--- config.mk ---
export PLATFORM = sky130hd
export DESIGN_NAME = lc4_limb_alu
export DESIGN_NICKNAME = d
export VERILOG_FILES = /design/src/rtl/lc4_limb_alu.sv
export SDC_FILE = /design/constraint.sdc
export NUM_CORES = 2
export LEC_CHECK = 0
export CORE_ASPECT_RATIO = 1.75
export CORE_MARGIN = 3
export CORE_UTILIZATION = 40
export DETAILED_ROUTE_END_ITERATION = 12
export GPL_TIMING_DRIVEN = 1
export SYNTH_ARGS = -nofsm -noshare
export SYNTH_HDL_FRONTEND = slang
export SYNTH_SLANG_ARGS = --single-unit
export TNS_END_PERCENT = 30
--- constraint.sdc ---
create_clock -name clk -period 4.1 [get_ports clk]
set_input_delay 0.615 -clock clk [delete_from_list [all_inputs] [get_ports clk]]
set_output_delay 0.615 -clock clk [all_outputs]
set_load 0.1 [all_outputs]
--- src/rtl/lc4_limb_alu.sv ---
`default_nettype none
// ============================================================================
// Module      : lc4_limb_alu
// Description : Limb-serial WORD_SIZE-bit ALU for the LC4 arithmetic ops.
//               Processes LIMB_WIDTH bits per cycle (LSB limb first) using
//               captured operands and a registered inter-limb carry.
//               Optional zero flag: define LC4_LIMB_ALU_ZERO_FLAG_EN.
//               WORD_SIZE must be an integer multiple of LIMB_WIDTH.
// Revision    : 1.0 - initial release
// ============================================================================
module lc4_limb_alu #(
   parameter int WORD_SIZE  = 256,
   parameter int LIMB_WIDTH = 64
) (
   input  logic                 clk,
   input  logic                 rst,
   input  logic                 i_valid,
   output logic                 o_ready,
   input  logic [4:0]           i_op,
   input  logic [WORD_SIZE-1:0] i_r1data,
   input  logic [WORD_SIZE-1:0] i_r2data,
   input  logic [4:0]           i_imm5,
   input  logic                 i_carry,
   output logic                 o_valid,
   output logic [WORD_SIZE-1:0] o_result,
   output logic                 o_carry,
   output logic                 o_err
`ifdef LC4_LIMB_ALU_ZERO_FLAG_EN
   ,
   output logic                 o_zero
`endif
);

   localparam int NUM_LIMBS = WORD_SIZE / LIMB_WIDTH;
   localparam int CNT_W     = (NUM_LIMBS > 1) ? $clog2(NUM_LIMBS) : 1;
   localparam logic [CNT_W-1:0] c_last_limb = CNT_W'(NUM_LIMBS - 1);

   localparam logic [1:0] c_st_idle = 2'd0;
   localparam logic [1:0] c_st_busy = 2'd1;
   localparam logic [1:0] c_st_done = 2'd2;

   localparam logic [4:0] c_op_add  = 5'b00101;
   localparam logic [4:0] c_op_sub  = 5'b00110;
   localparam logic [4:0] c_op_addi = 5'b00111;
   localparam logic [4:0] c_op_and  = 5'b01001;
   localparam logic [4:0] c_op_xmp  = 5'b10011;
   localparam logic [4:0] c_op_tcs  = 5'b10100;
   localparam logic [4:0] c_op_tcdh = 5'b10101;

   // Per-limb combine: adder, bitwise AND or bitwise XOR of the captured a/b.
   localparam logic [1:0] c_kind_arith = 2'd0;
   localparam logic [1:0] c_kind_and   = 2'd1;
   localparam logic [1:0] c_kind_xor   = 2'd2;

   logic [1:0]            r_state;
   logic [1:0]            w_next_state;
   logic [CNT_W-1:0]      r_cnt;
   logic [WORD_SIZE-1:0]  r_a;
   logic [WORD_SIZE-1:0]  r_b;
   logic                  r_c;
   logic [1:0]            r_kind;
   logic                  r_arith;
   logic                  r_err;
   logic [WORD_SIZE-1:0]  r_acc;

   logic                  w_accept;
   logic                  w_busy;
   logic                  w_last;
   logic [WORD_SIZE-1:0]  w_imm_sext;
   logic [WORD_SIZE-1:0]  w_dec_a;
   logic [WORD_SIZE-1:0]  w_dec_b;
   logic                  w_dec_cin;
   logic [1:0]            w_dec_kind;
   logic                  w_dec_arith;
   logic                  w_dec_err;
   logic [LIMB_WIDTH:0]   w_sum;
   logic [LIMB_WIDTH-1:0] w_limb;
   logic [WORD_SIZE-1:0]  w_acc_next;

   assign w_accept   = i_valid & o_ready;
   assign w_busy     = (r_state == c_st_busy);
   assign w_last     = (r_cnt == c_last_limb);
   assign w_imm_sext = WORD_SIZE'($signed(i_imm5));

   // Opcode decode into adder/logic operands so BUSY only needs the limb slice.
   always_comb begin
      w_dec_a     = i_r1data;
      w_dec_b     = '0;
      w_dec_cin   = 1'b0;
      w_dec_kind  = c_kind_arith;
      w_dec_arith = 1'b0;
      w_dec_err   = 1'b0;
      case (i_op)
         c_op_add:  begin w_dec_b = i_r2data;   w_dec_arith = 1'b1; end
         c_op_addi: begin w_dec_b = w_imm_sext; w_dec_arith = 1'b1; end
         c_op_sub:  begin w_dec_b = ~i_r2data;  w_dec_cin = 1'b1; w_dec_arith = 1'b1; end
         c_op_tcs:  begin w_dec_a = ~i_r1data;  w_dec_cin = 1'b1; w_dec_arith = 1'b1; end
         c_op_tcdh: begin
            // Pass-through is rs + 0 + 0, which never carries out.
            if (i_carry) begin
               w_dec_a   = ~i_r1data;
               w_dec_cin = 1'b1;
            end
            w_dec_arith = i_carry;
         end
         c_op_and:  begin w_dec_b = w_imm_sext; w_dec_kind = c_kind_and; end
         c_op_xmp:  begin w_dec_b = i_r2data;   w_dec_kind = c_kind_xor; end
         default:   begin w_dec_a = '0; w_dec_kind = c_kind_and; w_dec_err = 1'b1; end
      endcase
   end

   // Current limb result from the low slice of the shifting operand registers.
   always_comb begin
      w_sum = {1'b0, r_a[LIMB_WIDTH-1:0]} + {1'b0, r_b[LIMB_WIDTH-1:0]}
            + {{LIMB_WIDTH{1'b0}}, r_c};
      case (r_kind)
         c_kind_and: w_limb = r_a[LIMB_WIDTH-1:0] & r_b[LIMB_WIDTH-1:0];
         c_kind_xor: w_limb = r_a[LIMB_WIDTH-1:0] ^ r_b[LIMB_WIDTH-1:0];
         default:    w_limb = w_sum[LIMB_WIDTH-1:0];
      endcase
   end

   // Each finished limb enters the accumulator at the top and moves down.
   generate
      if (NUM_LIMBS == 1) begin : g_acc_single
         assign w_acc_next = w_limb;
      end else begin : g_acc_multi
         assign w_acc_next = {w_limb, r_acc[WORD_SIZE-1:LIMB_WIDTH]};
      end
   endgenerate

   // State register.
   always_ff @(posedge clk) begin
      if (rst) r_state <= c_st_idle;
      else     r_state <= w_next_state;
   end

   // Next-state logic: DONE may accept directly for bubble-free streaming.
   always_comb begin
      w_next_state = c_st_idle;
      case (r_state)
         c_st_idle: w_next_state = w_accept ? c_st_busy : c_st_idle;
         c_st_busy: w_next_state = w_last   ? c_st_done : c_st_busy;
         c_st_done: w_next_state = w_accept ? c_st_busy : c_st_idle;
         default:   w_next_state = c_st_idle;
      endcase
   end

   // Handshake outputs decoded from state.
   always_comb begin
      o_ready = (r_state != c_st_busy);
      o_valid = (r_state == c_st_done);
   end

   // Operand capture at accept, limb shifting and carry chaining while BUSY.
   always_ff @(posedge clk) begin
      if (rst) begin
         r_cnt   <= '0;
         r_c     <= 1'b0;
         r_a     <= '0;
         r_b     <= '0;
         r_kind  <= c_kind_arith;
         r_arith <= 1'b0;
         r_err   <= 1'b0;
         r_acc   <= '0;
      end else if (w_accept) begin
         r_cnt   <= '0;
         r_c     <= w_dec_cin;
         r_a     <= w_dec_a;
         r_b     <= w_dec_b;
         r_kind  <= w_dec_kind;
         r_arith <= w_dec_arith;
         r_err   <= w_dec_err;
      end else if (w_busy) begin
         r_cnt   <= w_last ? '0 : r_cnt + 1'b1;
         r_c     <= w_sum[LIMB_WIDTH];
         r_a     <= r_a >> LIMB_WIDTH;
         r_b     <= r_b >> LIMB_WIDTH;
         r_acc   <= w_acc_next;
      end
   end

   // Result registers load only when the last limb completes.
   always_ff @(posedge clk) begin
      if (rst) begin
         o_result <= '0;
         o_carry  <= 1'b0;
         o_err    <= 1'b0;
      end else if (w_busy && w_last) begin
         o_result <= w_acc_next;
         o_carry  <= r_arith & w_sum[LIMB_WIDTH];
         o_err    <= r_err;
      end
   end

`ifdef LC4_LIMB_ALU_ZERO_FLAG_EN
   logic r_nz;

   // Zero flag: OR-reduce each limb into a sticky non-zero bit.
   always_ff @(posedge clk) begin
      if (rst) begin
         r_nz   <= 1'b0;
         o_zero <= 1'b0;
      end else if (w_accept) begin
         r_nz   <= 1'b0;
      end else if (w_busy) begin
         r_nz <= r_nz | (|w_limb);
         if (w_last) o_zero <= ~(r_nz | (|w_limb));
      end
   end
`else
   // Zero flag not built: no extra state or port.
`endif

endmodule
`default_nettype wire
==> metrics.txt <==
# TYPE chip_impl_metric gauge
chip_impl_metric{name="worst_ir_drop_vdd",unit="mV"} 0.341
chip_impl_info{name="synth.largest_area_cell",value="sky130_fd_sc_hd__dfxtp_1"} 1
chip_impl_metric{name="cp_data_required_time",unit="ns"} 4.64
chip_impl_metric{name="netlist_area",unit="um2"} 47100
chip_impl_metric{name="syn_area_per_cell",unit="um2"} 7.39
chip_impl_metric{name="dr.pass1.iters",unit=""} 6
chip_impl_metric{name="clk_pin_slew_worst_paths",unit="ns"} 0.07
chip_impl_metric{name="global_route.overflow_total",unit=""} 0
chip_impl_metric{name="synthDistinctLibCells",unit=""} 89
chip_impl_metric{name="tritoncts_num_sinks",unit=""} 971
chip_impl_metric{name="synth_top_cell_area_share",unit="%"} 41.3
chip_impl_metric{name="finish.utilization",unit="%"} 50.8
chip_impl_metric{name="detailroute.via_count",unit=""} 47600
chip_impl_metric{name="maxSlewViolCount",unit=""} 0
chip_impl_metric{name="core_area",unit="um2"} 117000
chip_impl_metric{name="synthCells",unit=""} 6376
chip_impl_metric{name="cp_data_arrival_time",unit="ns"} 4.38
chip_impl_metric{name="number_of_buffers_on_the_longest_clock_path",unit=""} 3
chip_impl_info{name="rsz0062_at_grt",value="false"} 1
chip_impl_metric{name="critical-path-max-stage-delay",unit="ns"} 0.55
chip_impl_info{name="worst_path_max_delay_cell",value="sky130_fd_sc_hd__a221oi_1"} 1
chip_impl_info{name="crit_chain",value="inv_1, fa_1, nor2b_1, o21ai_0, o21ai_1, buf_4, a31o_2, nand2_1, a211oi_1, o21ai_0, a31o_2, a221oi_1, buf_4, a211oi_1"} 1
chip_impl_metric{name="design.final.nets",unit=""} 7361
chip_impl_info{name="class_of_the_tightest_hold_or_removal_check",value="primary input to flip-flop"} 1
chip_impl_metric{name="average_vias_per_placed_instance",unit=""} 5.68
chip_impl_metric{name="synthesized_net_count",unit=""} 6971
chip_impl_metric{name="syn_to_final_growth",unit="%"} 26.0
chip_impl_metric{name="die_area",unit="um2"} 122000
chip_impl_metric{name="first_global_vias",unit=""} 43500
chip_impl_metric{name="port_buffers",unit=""} 785
chip_impl_info{name="synthTopCellsByArea",value="sky130_fd_sc_hd__dfxtp_1 (41%), sky130_fd_sc_hd__a21oi_1 (12%), sky130_fd_sc_hd__nand2_1 (8.7%)"} 1
chip_impl_metric{name="fp.dieW",unit="um"} 265
chip_impl_metric{name="synth_edf_count",unit=""} 0
chip_impl_info{name="path_delay_family",value="compound AO/OA/AOI/OAI gates"} 1
chip_impl_metric{name="async_flop_share",unit="%"} 0
chip_impl_metric{name="worstPathBufferInverterCount",unit=""} 3
chip_impl_info{name="cts.root.buffer_cell",value="sky130_fd_sc_hd__clkbuf_16"} 1
chip_impl_metric{name="sequential_to_total_area_share_from_yosys_stat",unit="%"} 41.3
chip_impl_metric{name="fp.dieH",unit="um"} 460
chip_impl_metric{name="post_drt_wl_per_cell",unit="um"} 23.1
chip_impl_metric{name="crit_path_max_fanout",unit=""} 6
chip_impl_metric{name="start_util",unit="%"} 40.3
chip_impl_metric{name="grt_pass1_wl",unit="um"} 284000
chip_impl_info{name="type_of_the_worst_setup_path",value="flip-flop to flip-flop"} 1
chip_impl_metric{name="detail_route.iter0.violations",unit=""} 4399
chip_impl_metric{name="skew",unit="ns"} 0.0209
chip_impl_metric{name="gpl.final_weighted_congestion",unit=""} 0.923
chip_impl_metric{name="cts_made_buffers",unit=""} 92
chip_impl_metric{name="io-pin-count",unit=""} 786
chip_impl_metric{name="power_density",unit="nW/um2"} 357
chip_impl_metric{name="final_layout_size_suffix_gt1_share",unit="%"} 5.00
chip_impl_metric{name="clock_tree.htree_level_count",unit=""} 3
chip_impl_metric{name="rows",unit=""} 166
chip_impl_metric{name="timing_hold_violations_final",unit=""} 0
chip_impl_metric{name="grt.total_usage",unit="%"} 30.3
chip_impl_metric{name="place.detailed.hpwl",unit="um"} 139000
chip_impl_metric{name="final_number_of_setup_violating_endpoints",unit=""} 0
chip_impl_metric{name="post-route-min-period",unit="ns"} 3.84
chip_impl_metric{name="max_slew_margin",unit="%"} 13.7
chip_impl_metric{name="antenna_left",unit=""} 0
chip_impl_info{name="outcome",value="finished clean"} 1
chip_impl_metric{name="antenna_found_initial",unit=""} 48
chip_impl_metric{name="detail_route.drc_violations",unit=""} 0
chip_impl_info{name="cts_tree",value="built"} 1
chip_impl_metric{name="ys_seq_elements",unit=""} 971
chip_impl_metric{name="grt_start_max_net_pins",unit=""} 253
chip_impl_metric{name="timing.setup.tns",unit="ns"} 0
chip_impl_metric{name="maxCapViolations",unit=""} 0
chip_impl_metric{name="detail_route.wirelength",unit="um"} 193000
chip_impl_metric{name="synth.yosys.warnings",unit=""} 0
chip_impl_info{name="end_kind",value="flip-flop"} 1
chip_impl_metric{name="timing_worst_slew_pin_value",unit="ns"} 1.29
chip_impl_info{name="crit_path_start_kind",value="flip-flop"} 1
chip_impl_metric{name="final_min_period_over_clock_period",unit="%"} 93.6
chip_impl_info{name="postSynth.topFlopCell",value="sky130_fd_sc_hd__dfxtp_1"} 1
chip_impl_metric{name="leakagePower",unit="nW"} 19.8
chip_impl_metric{name="max_freq",unit="MHz"} 261
chip_impl_metric{name="clock_latency",unit="ns"} 0.71
-- through the flow --
step                      area [um2]  power (mW)  hold slack, ns  cells  setup slack, ns
after floorplan                47100        11.1           0.432   6376            0.872
final                          59400        21.2           0.360   8382            0.264
after global placement         56100        12.3           0.437   8183          -0.0794
after CTS                      59300        21.4           0.360   8350            0.177
after global routing           59400        22.0           0.391   8372          0.00839
after detailed placement       56100        12.3           0.442   8183          -0.0976
-- where the power goes --
part	total, mW	switching (mW)	internal, mW
registers	9.74	0.157	9.59
logic	2.37	1.45	0.914
clock network	9.09	3.99	5.10
total	21.2	5.60	15.6
-- placed cells by master (no fill, tap or decap), types with 43 or more instances in the layout --
| cell | Yosys | layout |
|---|---|---|
| sky130_fd_sc_hd__a21oi_1 | 1092 | 1091 |
| sky130_fd_sc_hd__nand2_1 | 1091 | 1089 |
| sky130_fd_sc_hd__dfxtp_1 | 971 | 971 |
| sky130_fd_sc_hd__clkdlybuf4s50_1 | 0 | 773 |
| sky130_fd_sc_hd__nor2_1 | 734 | 731 |
| sky130_fd_sc_hd__o21ai_0 | 611 | 611 |
| sky130_fd_sc_hd__nor3b_1 | 344 | 344 |
| sky130_fd_sc_hd__a221oi_1 | 224 | 224 |
| sky130_fd_sc_hd__a211oi_1 | 146 | 146 |
| sky130_fd_sc_hd__clkbuf_16 | 0 | 92 |
| sky130_fd_sc_hd__buf_4 | 2 | 87 |
| sky130_fd_sc_hd__a22oi_1 | 76 | 76 |
| sky130_fd_sc_hd__ha_1 | 67 | 66 |
| sky130_fd_sc_hd__buf_12 | 0 | 50 |
| sky130_fd_sc_hd__nor3_1 | 44 | 43 |
-- state kept, by name, summed over array words and instances, names as in the netlist --
signal    flops
r_a         256
r_arith       1
r_kind        2
r_b         256
r_err         1
o_carry       1
r_state       2
r_c           1
r_acc       192
o_err         1
r_cnt         2
o_result    256
-- layout make-up --
cell class,count,area (um2)
clock inverter,45,566
sequential,971,19400
antenna,31,77.6
inverter,36,140
tap,1512,1890
clock buffer,122,2580
timing repair buffer,912,9420
multi-input combinational,4753,25300
fill,11500,57600
-- repair_timing --
item | CTS | global route
endpoints found under the setup margin | 0 | 4
hold buffers | 0 | 0
buffers inserted | 0 | 1
resized for setup | 0 | 2
-- final timing paths --
check	to	slack [ns]	cells past startpoint	start
hold / removal	o_result[44]	0.36	2	rst
setup reg to reg	r_acc[227]	0.26	14	r_a[0]
setup / recovery	r_acc[227]	0.26	14	r_a[0]
hold reg to reg	o_result[25]	0.45	2	r_acc[89]
-- cell families (layout without fill, tap and decap cells) --
logic type	count (synthesis)	count (layout)	share of synthesized area [%]
AO/OA/AOI/OAI	2335	2335	29.1
AND/OR/NAND/NOR	2333	2333	22.1
flip-flops	971	971	41.3
buffers and inverters	652	1115	5.36
adder cells (fa/ha/maj)	69	69	1.86
multiplexers	11	11	0.244
XOR/XNOR	5	5	0.0930
other	0	31	0
-- cells in the mapped netlist (8+ instances only) --
cell type / count
sky130_fd_sc_hd__a21oi_1: 1092
sky130_fd_sc_hd__nand2_1: 1091
sky130_fd_sc_hd__dfxtp_1: 971
sky130_fd_sc_hd__nor2_1: 734
sky130_fd_sc_hd__o21ai_0: 611
sky130_fd_sc_hd__clkbuf_1: 561
sky130_fd_sc_hd__nor3b_1: 344
sky130_fd_sc_hd__a221oi_1: 224
sky130_fd_sc_hd__a211oi_1: 146
sky130_fd_sc_hd__a22oi_1: 76
sky130_fd_sc_hd__ha_1: 67
sky130_fd_sc_hd__nor3_1: 44
sky130_fd_sc_hd__a21o_1: 40
sky130_fd_sc_hd__buf_1: 38
sky130_fd_sc_hd__inv_1: 35
sky130_fd_sc_hd__nand4_1: 26
sky130_fd_sc_hd__nand3_1: 20
sky130_fd_sc_hd__o21bai_1: 19
sky130_fd_sc_hd__a31oi_1: 15
sky130_fd_sc_hd__or3_1: 13
sky130_fd_sc_hd__and2_1: 12
sky130_fd_sc_hd__o21a_1: 11
sky130_fd_sc_hd__mux2i_1: 10
sky130_fd_sc_hd__a221o_1: 8
sky130_fd_sc_hd__nor2b_1: 8
sky130_fd_sc_hd__nor4_1: 8
-- metal layers --
layer	GRT usage [%]	vias to the layer above	routed length [um]
met3	5.41	295	13000
met4	13.7	38	9000
li1	-	23300	-
met5	0	-	265
met1	38.3	22300	80000
met2	50.2	1701	91100
Note: power is estimated with default switching activity, not from simulation.
